$ cat config.mk
export PLATFORM = sky130hd
export DESIGN_NAME = pong_match_ctrl
export DESIGN_NICKNAME = d
export VERILOG_FILES = /design/src/rtl/pong_pkg.sv /design/src/rtl/pong_match_ctrl_bcd.sv /design/src/rtl/pong_match_ctrl.sv
export SDC_FILE = /design/constraint.sdc
export NUM_CORES = 1
export LEC_CHECK = 0
export BUFFER_PORTS_ARGS = -buffer_cell sky130_fd_sc_hd__buf_4
export CAP_MARGIN = 40
export CORE_MARGIN = 10
export CORE_UTILIZATION = 54
export DETAILED_ROUTE_END_ITERATION = 12
export PLACE_DENSITY = 0.85
export SLEW_MARGIN = 20
export SYNTH_ARGS = -nofsm -noshare
export SYNTH_HDL_FRONTEND = slang
export SYNTH_SLANG_ARGS = --single-unit
$ cat constraint.sdc
create_clock -name clk -period 3.9 [get_ports clk]
set_input_delay 0.78 -clock clk [delete_from_list [all_inputs] [get_ports clk]]
set_output_delay 0.78 -clock clk [all_outputs]
set_load 0.03 [all_outputs]
$ cat src/rtl/pong_pkg.sv
// Shared Pong definitions: FSM encoding, score width, playfield geometry and
// the saturating two-digit BCD increment used by the score counter.
package pong_pkg;

    localparam int STATE_W = 3;

    typedef enum logic [STATE_W-1:0] {
        ST_IDLE      = 3'd0,
        ST_SERVE     = 3'd1,
        ST_PLAY      = 3'd2,
        ST_GAME_OVER = 3'd3
    } state_e;

    localparam int SCORE_W   = 8;
    localparam int LIVES_W   = 3;
    localparam int SERVE_W   = 8;

    localparam int H_VISIBLE = 640;
    localparam int V_VISIBLE = 480;
    localparam int BALL_SIZE = 8;
    localparam int BALL_X0   = (H_VISIBLE - BALL_SIZE) / 2;
    localparam int BALL_Y0   = (V_VISIBLE - BALL_SIZE) / 2;
    localparam int PADDLE_W  = 8;
    localparam int PADDLE_H  = 64;
    localparam int PADDLE_X  = 16;

    // 99 is the ceiling; otherwise units 9 rolls to 0 and carries into tens.
    function automatic logic [SCORE_W-1:0] bcd2_inc_sat(input logic [SCORE_W-1:0] v);
        logic [3:0] tens;
        logic [3:0] units;
        tens  = v[7:4];
        units = v[3:0];
        if (v == 8'h99)
            return v;
        else if (units >= 4'd9)
            return {4'(tens + 4'd1), 4'd0};
        else
            return {tens, 4'(units + 4'd1)};
    endfunction

endpackage

$ cat src/rtl/pong_match_ctrl_bcd.sv
// Two-digit BCD counter with synchronous clear, increment enable and
// saturation at 99; asynchronously resets to 00.
module bcd_counter2
    import pong_pkg::*;
(
    input  logic               clk,
    input  logic               reset,
    input  logic               clr,
    input  logic               inc,
    output logic [SCORE_W-1:0] value
);

    logic [SCORE_W-1:0] value_q;
    logic [SCORE_W-1:0] value_d;

    always_comb begin
        value_d = value_q;
        if (clr)
            value_d = '0;
        else if (inc)
            value_d = bcd2_inc_sat(value_q);
    end

    always_ff @(posedge clk or posedge reset) begin
        if (reset)
            value_q <= '0;
        else
            value_q <= value_d;
    end

    assign value = value_q;

endmodule

$ cat src/rtl/pong_match_ctrl.sv
// Pong match controller: turns per-frame collide/miss flags into score and
// lives, and sequences IDLE -> SERVE -> PLAY -> GAME_OVER.
module pong_match_ctrl
    import pong_pkg::*;
#(
    parameter int LIVES        = 3,
    parameter int SERVE_FRAMES = 60
) (
    input  logic               clk,
    input  logic               reset,
    input  logic               endofframe,
    input  logic               collided,
    input  logic               missed,
    input  logic               start_btn,
    output logic               ball_hold,
    output logic [STATE_W-1:0] state,
    output logic [SCORE_W-1:0] score_bcd,
    output logic [LIVES_W-1:0] lives,
    output logic               game_over,
    output logic               frame_tick
);

    localparam logic [LIVES_W-1:0] LIVES_INIT = LIVES_W'(LIVES);
    localparam logic [SERVE_W-1:0] SERVE_LAST = SERVE_W'(SERVE_FRAMES - 1);

    logic               eof_q,        eof_d;
    logic               frame_tick_q, frame_tick_d;
    logic               hit_seen_q,   hit_seen_d;
    logic               miss_seen_q,  miss_seen_d;
    state_e             state_q,      state_d;
    logic [LIVES_W-1:0] lives_q,      lives_d;
    logic [SERVE_W-1:0] serve_cnt_q,  serve_cnt_d;
    logic               ball_hold_q,  ball_hold_d;
    logic               game_over_q,  game_over_d;
    logic               hit_now;
    logic               miss_now;
    logic               score_clr;
    logic               score_inc;

    assign eof_d        = endofframe;
    assign frame_tick_d = endofframe & ~eof_q;

    // The tick cycle sees latch OR live input, so a same-cycle event still counts.
    assign hit_now     = hit_seen_q | collided;
    assign miss_now    = miss_seen_q | missed;
    assign hit_seen_d  = frame_tick_q ? 1'b0 : hit_now;
    assign miss_seen_d = frame_tick_q ? 1'b0 : miss_now;

    always_comb begin
        state_d     = state_q;
        lives_d     = lives_q;
        serve_cnt_d = serve_cnt_q;
        score_clr   = 1'b0;
        score_inc   = 1'b0;
        if (frame_tick_q) begin
            case (state_q)
                ST_IDLE, ST_GAME_OVER: begin
                    if (start_btn) begin
                        score_clr   = 1'b1;
                        lives_d     = LIVES_INIT;
                        serve_cnt_d = '0;
                        state_d     = ST_SERVE;
                    end
                end
                ST_SERVE: begin
                    if (serve_cnt_q == SERVE_LAST)
                        state_d = ST_PLAY;
                    else
                        serve_cnt_d = serve_cnt_q + 1'b1;
                end
                ST_PLAY: begin
                    // A miss in the frame wins; any hit in the same frame is dropped.
                    if (miss_now) begin
                        lives_d = lives_q - 1'b1;
                        if (lives_q == 3'd1) begin
                            state_d = ST_GAME_OVER;
                        end else begin
                            state_d     = ST_SERVE;
                            serve_cnt_d = '0;
                        end
                    end else if (hit_now) begin
                        score_inc = 1'b1;
                    end
                end
                default: state_d = ST_IDLE;
            endcase
        end
        ball_hold_d = (state_d != ST_PLAY);
        game_over_d = (state_d == ST_GAME_OVER);
    end

    always_ff @(posedge clk or posedge reset) begin
        if (reset) begin
            eof_q        <= 1'b0;
            frame_tick_q <= 1'b0;
            hit_seen_q   <= 1'b0;
            miss_seen_q  <= 1'b0;
            state_q      <= ST_IDLE;
            lives_q      <= LIVES_INIT;
            serve_cnt_q  <= '0;
            ball_hold_q  <= 1'b1;
            game_over_q  <= 1'b0;
        end else begin
            eof_q        <= eof_d;
            frame_tick_q <= frame_tick_d;
            hit_seen_q   <= hit_seen_d;
            miss_seen_q  <= miss_seen_d;
            state_q      <= state_d;
            lives_q      <= lives_d;
            serve_cnt_q  <= serve_cnt_d;
            ball_hold_q  <= ball_hold_d;
            game_over_q  <= game_over_d;
        end
    end

    bcd_counter2 u_score (
        .clk   (clk),
        .reset (reset),
        .clr   (score_clr),
        .inc   (score_inc),
        .value (score_bcd)
    );

    assign ball_hold  = ball_hold_q;
    assign state      = state_q;
    assign lives      = lives_q;
    assign game_over  = game_over_q;
    assign frame_tick = frame_tick_q;

endmodule

==> flow_summary.toml, run 1 <==
[hold_path]
hold_path.startpoint = "eof_q"
hold_path.class = "reg -> reg"
min_path_cells = 1
min_to = "frame_tick"

[setup_path]
critical-path-max-stage-delay_ns = 0.67
path_cells = "nand2b_1 > or4_1 > or4_4 > mux2_4"
crit_fanout = 15
rrSetupSlack_ns = 1.38
rr_worst_depth = 4
crit_type = "reg -> reg"
worstSetupStartpointType = "register"
crit_slowest_cell = "or4_1"
r2r_start = "state[0]"
r2r-end = "u_score.value[7]"
end_kind = "register"
arrival_ns = 2.77
crit_family = "simple AND/OR/NAND/NOR gates"
crit_buf_inv = 0
required_ns = 4.16

[final_layout]
fin_nets = 206
area_growth_pct = 14.7
final_layout_size_suffix_gt1_share_pct = 19.4
diodes = 0
design_area_um2 = 1900

[global_routing]
antenna_found_initial = 0
grt_pass1_wl_mm = 6.44
grt.overflow.total = 0
grt_max_degree = 20
grt_pass1_vias = 1340
grt_use_total_pct = 14.3

[placed_design]
place_area_um2 = 1840
gp_congestion = 0.812
place_ws_ns = 1.10
io_buffers = 22
dp_hpwl_mm = 2.83

[yosys]
yosysTopAreaCellShare_pct = 37.8
synth_cell_type_count = 50
yosysMostFrequentCell = "dfrtp_1"
yosysWarnings = 0
synth_flop_cell = "dfrtp_1"
yosys-top-cells-area = "dfrtp_1 38%, ha_1 6.1%, dfstp_2 4.8%"
netlist_area_um2 = 1650
syn_nets = 188
synthCells = 174
synth-seq-area-share_pct = 42.6
synth_edf_count = 0
synth_seq_cells = 28
yosys-top-cells-count = "25 x dfrtp_1, 12 x a21oi_1, 10 x nor2_1"
async_flop_share_pct = 100
syn_avg_cell_area_um2 = 9.51
synth_top_area_cell = "dfrtp_1"

[floorplanning]
coreArea_um2 = 3000
fp.dieArea_um2 = 5680
die_y_um = 75.3
initial_core_util_pct = 55.1
die_x_um = 75.3
io_pins = 23
rows = 20

[power_and_ir_drop]
clock_power_share_pct = 27.6
internal_power_uw = 501
ir_drop_mv = 0.211
swShare_pct = 31.0
p_switching_uw = 225
pwr-share-seq_pct = 51.0
fin_total_pwr_uw = 725
power.leakage_nw = 0.848
comb_power_share_pct = 21.4
power_density_nw_per_um2 = 382

[routing]
post-route-drc-count = 0
first_pass_iters = 4
drtIter0Drc = 116
num_vias = 1415
wl_per_cell_um = 17.0
wl_mm = 3.81
via_per_inst = 6.32
drtAntennaViolNets = 0

[timing]
fin_skew_ns = 0.00677
tightest_slew_ns = 0.899
fin_tns_setup_ns = 0
min_period_over_period_pct = 64.6
grt_setup_unrepaired = "false"
clock.fmax_mhz = 397
setup_viol = 0
relSlewSlack_pct = 39.9
finalWorstSetupSlack_ns = 1.38
fin_crit_ns = 2.52
hold_viol = 0
maxSlewViolCount = 0

[clock_network]
insertion_delay_ns = 0.35
cts_buffer_depth = 2
clock-sinks = 28
numCtsBuffers = 3
postCtsResizedCells = 0
ctsHtreeMaxLevel = 1
clk_pin_slew_ns = 0.16
cts_hold_buf = 0
cts-root-buf = "clkbuf_4"
post-cts-setup-buffer-count = 0
cts_tree = "done"

[run_status]
status = "complete, no violations"

[job]
cap_violations = 0
[cells in the final DEF, fill, tap and decap left out, drive strengths merged, types with 4 or more instances in the layout]
cell    netlist  layout
nor2         10      10
o21ai         6       6
ha            8       8
nand2b        7       7
nand3         9       9
nor2b         9       9
a31oi         4       4
a21oi        12      12
nand2         8       8
buf           4      23
inv           9       9
dfrtp        25      25
nor3b         4       4
[worst max path at each step]
stage / depth (start not counted) / slack (ns) / start / end
6_report: 4 / 1.38 / state[0] / u_score.value[7]
2_1_floorplan: 5 / 1.29 / missed / u_score.value[7]
3_5_place_dp: 5 / 1.10 / missed / u_score.value[7]
4_1_cts: 4 / 1.40 / state[0] / u_score.value[7]
5_1_grt: 4 / 1.27 / state[1] / u_score.value[7]
3_3_place_gp: 5 / 1.11 / missed / u_score.value[7]
[flip-flops by register name, summed over array words and instances, names as in the netlist]
name / flops
hit_seen_q: 1
serve_cnt_q: 8
ball_hold: 1
eof_q: 1
frame_tick: 1
state: 3
miss_seen_q: 1
lives: 3
u_score.value: 8
game_over: 1
[stage by stage]
stage | hold WS, ns | std cells | utilization, %
floorplan | 0.378 | 174 | -
global placement | 0.387 | 219 | 60.5
detailed placement | 0.392 | 220 | 61.4
CTS | 0.413 | 224 | 63.2
global route | 0.421 | 224 | 63.2
finish | 0.408 | 224 | 63.2
[logic make-up (layout without fill, tap and decap cells)]
kind of cell               after synthesis  after routing  share of synthesized area, %
muxes                                    3              3                          2.12
adders and majority gates                8              8                          6.05
xor gates and xnor gates                 1              1                         0.530
buffers and inverters                   19             36                          4.69
AOI/OAI and AO/OA                       37             37                          14.8
DFF                                     28             28                          42.6
and+or+nand+nor                         78             78                          29.2
[worst reg2reg max path: stages (launching register included)]
cell      delay, ns
dfrtp_1        0.57
nand2b_1       0.33
or4_1          0.67
or4_4          0.56
mux2_4         0.30
[area by class of cell]
cell class	instances	area, um2
Multi-Input combinational cell	127	872
Inverter	9	33.8
Clock inverter	1	30.0
Clock buffer	3	22.5
Sequential cell	28	704
Fill cell	253	1110
Timing Repair Buffer	23	193
Tap cell	33	41.3
[layer usage]
| layer | GRT usage, % | part of all wire, % |
|---|---|---|
| met5 | 0 | 0 |
| met1 | 18.2 | 44 |
| met3 | 3.78 | 6.0 |
| met2 | 23.3 | 49 |
| met4 | 3.71 | 0.97 |
[power by group through the flow]
stage	logic (mW)	registers (mW)	clock network [mW]
final	0.155	0.370	0.200
after global routing	0.176	0.376	0.213
after CTS	0.156	0.368	0.200
after detailed placement	0.156	0.374	0
after global placement	0.141	0.370	0
after floorplan	0.110	0.371	0
No activity file was read; power rests on OpenSTA's default activity.
==> inputs of run 2 (changes only) <==
clock period = 2.6 ns   (was 3.9 ns; I/O delays follow)
==> flow_summary.toml, run 2 (synthesis gave the netlist of run 1 again) <==
[run_status]
status = "complete, no violations"

[global_routing]
grt_max_degree = 29
grt_use_total_pct = 13.3
grt_pass1_wl_mm = 6.12
antenna_found_initial = 0
grt_pass1_vias = 1388
grt.overflow.total = 0

[floorplanning]
fp.dieArea_um2 = 5680
rows = 20
die_x_um = 75.3
die_y_um = 75.3
initial_core_util_pct = 55.1
coreArea_um2 = 3000
io_pins = 23

[timing]
tightest_slew_ns = 0.764
setup_viol = 0
grt_setup_unrepaired = "false"
clock.fmax_mhz = 465
finalWorstSetupSlack_ns = 0.448
fin_tns_setup_ns = 0
relSlewSlack_pct = 48.4
hold_viol = 0
fin_crit_ns = 2.15
fin_skew_ns = 0.00295
min_period_over_period_pct = 82.8
maxSlewViolCount = 0

[hold_path]
hold_path.class = "in -> async"

[placed_design]
place_ws_ns = 0.191
dp_hpwl_mm = 2.84
io_buffers = 22
gp_congestion = 0.812

[power_and_ir_drop]
swShare_pct = 32.5
clock_power_share_pct = 19.2
comb_power_share_pct = 23.7
p_switching_uw = 314
internal_power_uw = 652
power_density_nw_per_um2 = 510
ir_drop_mv = 0.279
pwr-share-seq_pct = 57.1
power.leakage_nw = 0.855

[routing]
num_vias = 1403
post-route-drc-count = 0
wl_mm = 3.66
wl_per_cell_um = 15.9
via_per_inst = 6.10
first_pass_iters = 6
drtIter0Drc = 142
drtAntennaViolNets = 0

[clock_network]
ctsHtreeMaxLevel = 1
clock-sinks = 28
numCtsBuffers = 3
cts_tree = "done"
cts-root-buf = "clkbuf_4"
cts_buffer_depth = 2
post-cts-setup-buffer-count = 0
postCtsResizedCells = 0
cts_hold_buf = 0
insertion_delay_ns = 0.32
clk_pin_slew_ns = 0.15

[final_layout]
area_growth_pct = 14.6
final_layout_size_suffix_gt1_share_pct = 21.3
layout_commonest_cell = "buf_4"
fin_nets = 212
fin_util_pct = 63.1
final_cell_mix = "29 x buf_4, 25 x dfrtp_1, 12 x a21oi_1, 10 x nor2_1"
diodes = 0

[setup_path]
worstSetupStartpointType = "register"
crit_type = "reg -> reg"
path_cells = "nand2b_1 > or4_1 > or4_4 > mux2_4"
arrival_ns = 2.38
end_kind = "register"
critical-path-max-stage-delay_ns = 0.55
crit_fanout = 7
required_ns = 2.83
crit_slowest_cell = "or4_1"

[job]
cap_violations = 0
-- run 2: changes by cell type in the layout (fill, tap and decap cells not counted), sizes merged --
cell | before | now
buf | 23 | 29
bufinv | 1 | 0
clkbuf | 3 | 4
-- run 2: path summary, 6_finish.rpt --
check                            from          endpoint  slack [ns]  depth (start not counted)
max                          state[0]  u_score.value[7]        0.45                          4
min                             reset         game_over        0.23                          3
max reg2reg                  state[0]  u_score.value[7]        0.45                          4
min reg2reg                     eof_q        frame_tick        0.42                          1
max in group asynchronous       reset          lives[1]        2.06                          3
min in group clk           endofframe             eof_q        0.30                          1
-- run 2: cell type report --
class / instances / area [um2]
repair buffers: 29 / 218
inverters: 9 / 33.8
well taps: 33 / 41.3
fillers: 243 / 1110
clock buffers: 4 / 26.3
flip-flops and latches: 28 / 704
multi-input cells: 127 / 872
-- run 2: power by group through the flow --
stage | combinational, mW | sequential [mW] | clock [mW]
global placement | 0.216 | 0.552 | 0
floorplan | 0.165 | 0.557 | 0
CTS | 0.230 | 0.551 | 0.188
global route | 0.260 | 0.560 | 0.207
finish | 0.229 | 0.552 | 0.186
detailed placement | 0.230 | 0.558 | 0
-- run 2: per-layer routing --
layer	part of all wire (%)	routed length [um]	vias to the layer above	GRT usage (%)
met2	49	1790	46	21.7
met5	0	0	-	0
met3	5.2	191	8	2.60
met4	1.5	54	0	4.12
li1	-	-	677	-
met1	44	1620	672	17.3
-- run 2: per-stage QoR --
step | instances | power [mW] | area (um2) | hold WS (ns)
finish | 230 | 0.966 | 1900 | 0.234
global route | 230 | 1.03 | 1900 | 0.255
global placement | 226 | 0.769 | 1870 | 0.387
floorplan | 174 | 0.723 | 1650 | 0.378
CTS | 230 | 0.968 | 1900 | 0.248
detailed placement | 226 | 0.787 | 1870 | 0.404
-- run 2: critical path, delay by kind of cell (launching register included) --
family | cells | cell delay (ns)
AND/OR/NAND/NOR | 3 | 1.35
flip-flops | 1 | 0.40
multiplexers | 1 | 0.30
==> inputs of run 3 (changes only) <==
CORE_UTILIZATION = 51   (was 54)
PLACE_DENSITY = 0.84   (was 0.85)
clock period = 1.85 ns   (was 2.6 ns; I/O delays follow)
==> flow_summary.toml, run 3 (synthesis gave the netlist of run 1 again) <==
[floorplanning]
rows = 20
io_pins = 23
coreArea_um2 = 3080
initial_core_util_pct = 53.7
fp.dieArea_um2 = 5920
die_x_um = 77.0
die_y_um = 77.0

[timing]
clock.fmax_mhz = 495
setup_viol = 4
finalWorstSetupSlack_ns = -0.171
grt_setup_unrepaired = "true"
maxSlewViolCount = 0
tightest_slew_ns = 0.516
relSlewSlack_pct = 65.3
fin_skew_ns = 0.00997
hold_viol = 0
min_period_over_period_pct = 109
fin_crit_ns = 2.02
hold_ws_ns = 0.0822

[global_routing]
antenna_found_initial = 0
grt_pass1_vias = 1555
grt_pass1_wl_mm = 6.91
grt_max_degree = 29
grt.overflow.total = 0
grt_use_total_pct = 13.5

[final_layout]
diodes = 0
final_layout_size_suffix_gt1_share_pct = 36.5
area_growth_pct = 30.3
final_cell_mix = "53 x buf_4, 19 x dfrtp_1, 12 x a21oi_1, 10 x nor2_1"
layout_commonest_cell = "buf_4"
fin_nets = 237
final_cells = 266
fin_util_pct = 70.0

[clock_network]
cts_hold_buf = 0
clock-sinks = 28
clk_pin_slew_ns = 0.16
cts-root-buf = "clkbuf_4"
ctsHtreeMaxLevel = 1
cts_tree = "done"
insertion_delay_ns = 0.33
numCtsBuffers = 3
cts_buffer_depth = 2

[placed_design]
gp_congestion = 0.817
dp_cells = 261
dp_hpwl_mm = 3.04
io_buffers = 22

[routing]
wl_mm = 4.23
post-route-drc-count = 0
num_vias = 1564
drtAntennaViolNets = 0
via_per_inst = 5.88
first_pass_iters = 4
drtIter0Drc = 172
wl_per_cell_um = 15.9

[job]
cap_violations = 0

[setup_path]
rrSetupSlack_ns = -0.17
endpoint = "u_score.value[7]"
end_kind = "register"
required_ns = 2.07
crit_fanout = 2
worstSetupStartpointType = "register"
r2r-end = "u_score.value[7]"
rr_worst_depth = 4
r2r_start = "miss_seen_q"
arrival_ns = 2.24
crit_start = "miss_seen_q"
crit_type = "reg -> reg"

[power_and_ir_drop]
ir_drop_mv = 0.399
power_density_nw_per_um2 = 685
fin_total_pwr_mw = 1.48
power.leakage_nw = 0.985

[run_status]
violations = "setup timing"
status = "finished with violations"

[hold_path]
hold_path.class = "in -> async"
[run 3: cell types whose count changed in the layout (fill, tap and decap cells not counted), sizes merged]
cell and delta:
buf +25
[run 3: final cells by class]
class | instances | area, um2
Clock buffer | 4 | 36.3
Fill cell | 244 | 923
Sequential cell | 28 | 712
Timing Repair Buffer | 54 | 409
Tap cell | 44 | 55.1
Inverter | 9 | 33.8
Multi-Input combinational cell | 127 | 908
[run 3: critical path, stage by stage (launching register included)]
cell and delay, ns:
dfrtp_1 0.41, or2_4 0.24, or4_4 0.53, or4_4 0.44, mux2_4 0.32
[run 3: report_power, final]
group          switching [mW]  internal, mW
logic                   0.217         0.184
registers              0.0810         0.691
clock network           0.182         0.120
total                   0.480         0.996
[run 3: stage by stage]
step	setup WS [ns]	area (um2)	TNS (ns)
2_1_floorplan	-0.373	1680	-0.925
3_3_place_gp	-0.255	2070	-0.869
6_report	-0.171	2150	-0.389
4_1_cts	-0.136	2130	-0.422
5_1_grt	-0.202	2150	-0.595
3_5_place_dp	-0.306	2070	-1.01
[run 3: repair_timing]
item,4_1_cts,5_1_grt
gates resized for setup,2,7
pin swaps,1,2
setup endpoints to repair,5,13
setup buffers,1,0
[run 3: how the worst min path moves through the flow]
stage,start,to,slack (ns),cells past startpoint
after global routing,reset,u_score.value[6],0.10,3
after floorplan,eof_q,frame_tick,0.37,1
after global placement,eof_q,frame_tick,0.38,1
after detailed placement,eof_q,frame_tick,0.40,1
after CTS,reset,serve_cnt_q[4],0.1,3
final,reset,serve_cnt_q[4],0.08,3
[run 3: routing by layer]
layer	GRT usage [%]	vias to the layer above	part of all wire, %
li1	-	732	-
met1	16.6	761	43
met2	23.0	61	50
met3	3.15	10	6.1
met4	3.72	0	1.4
met5	0	-	0
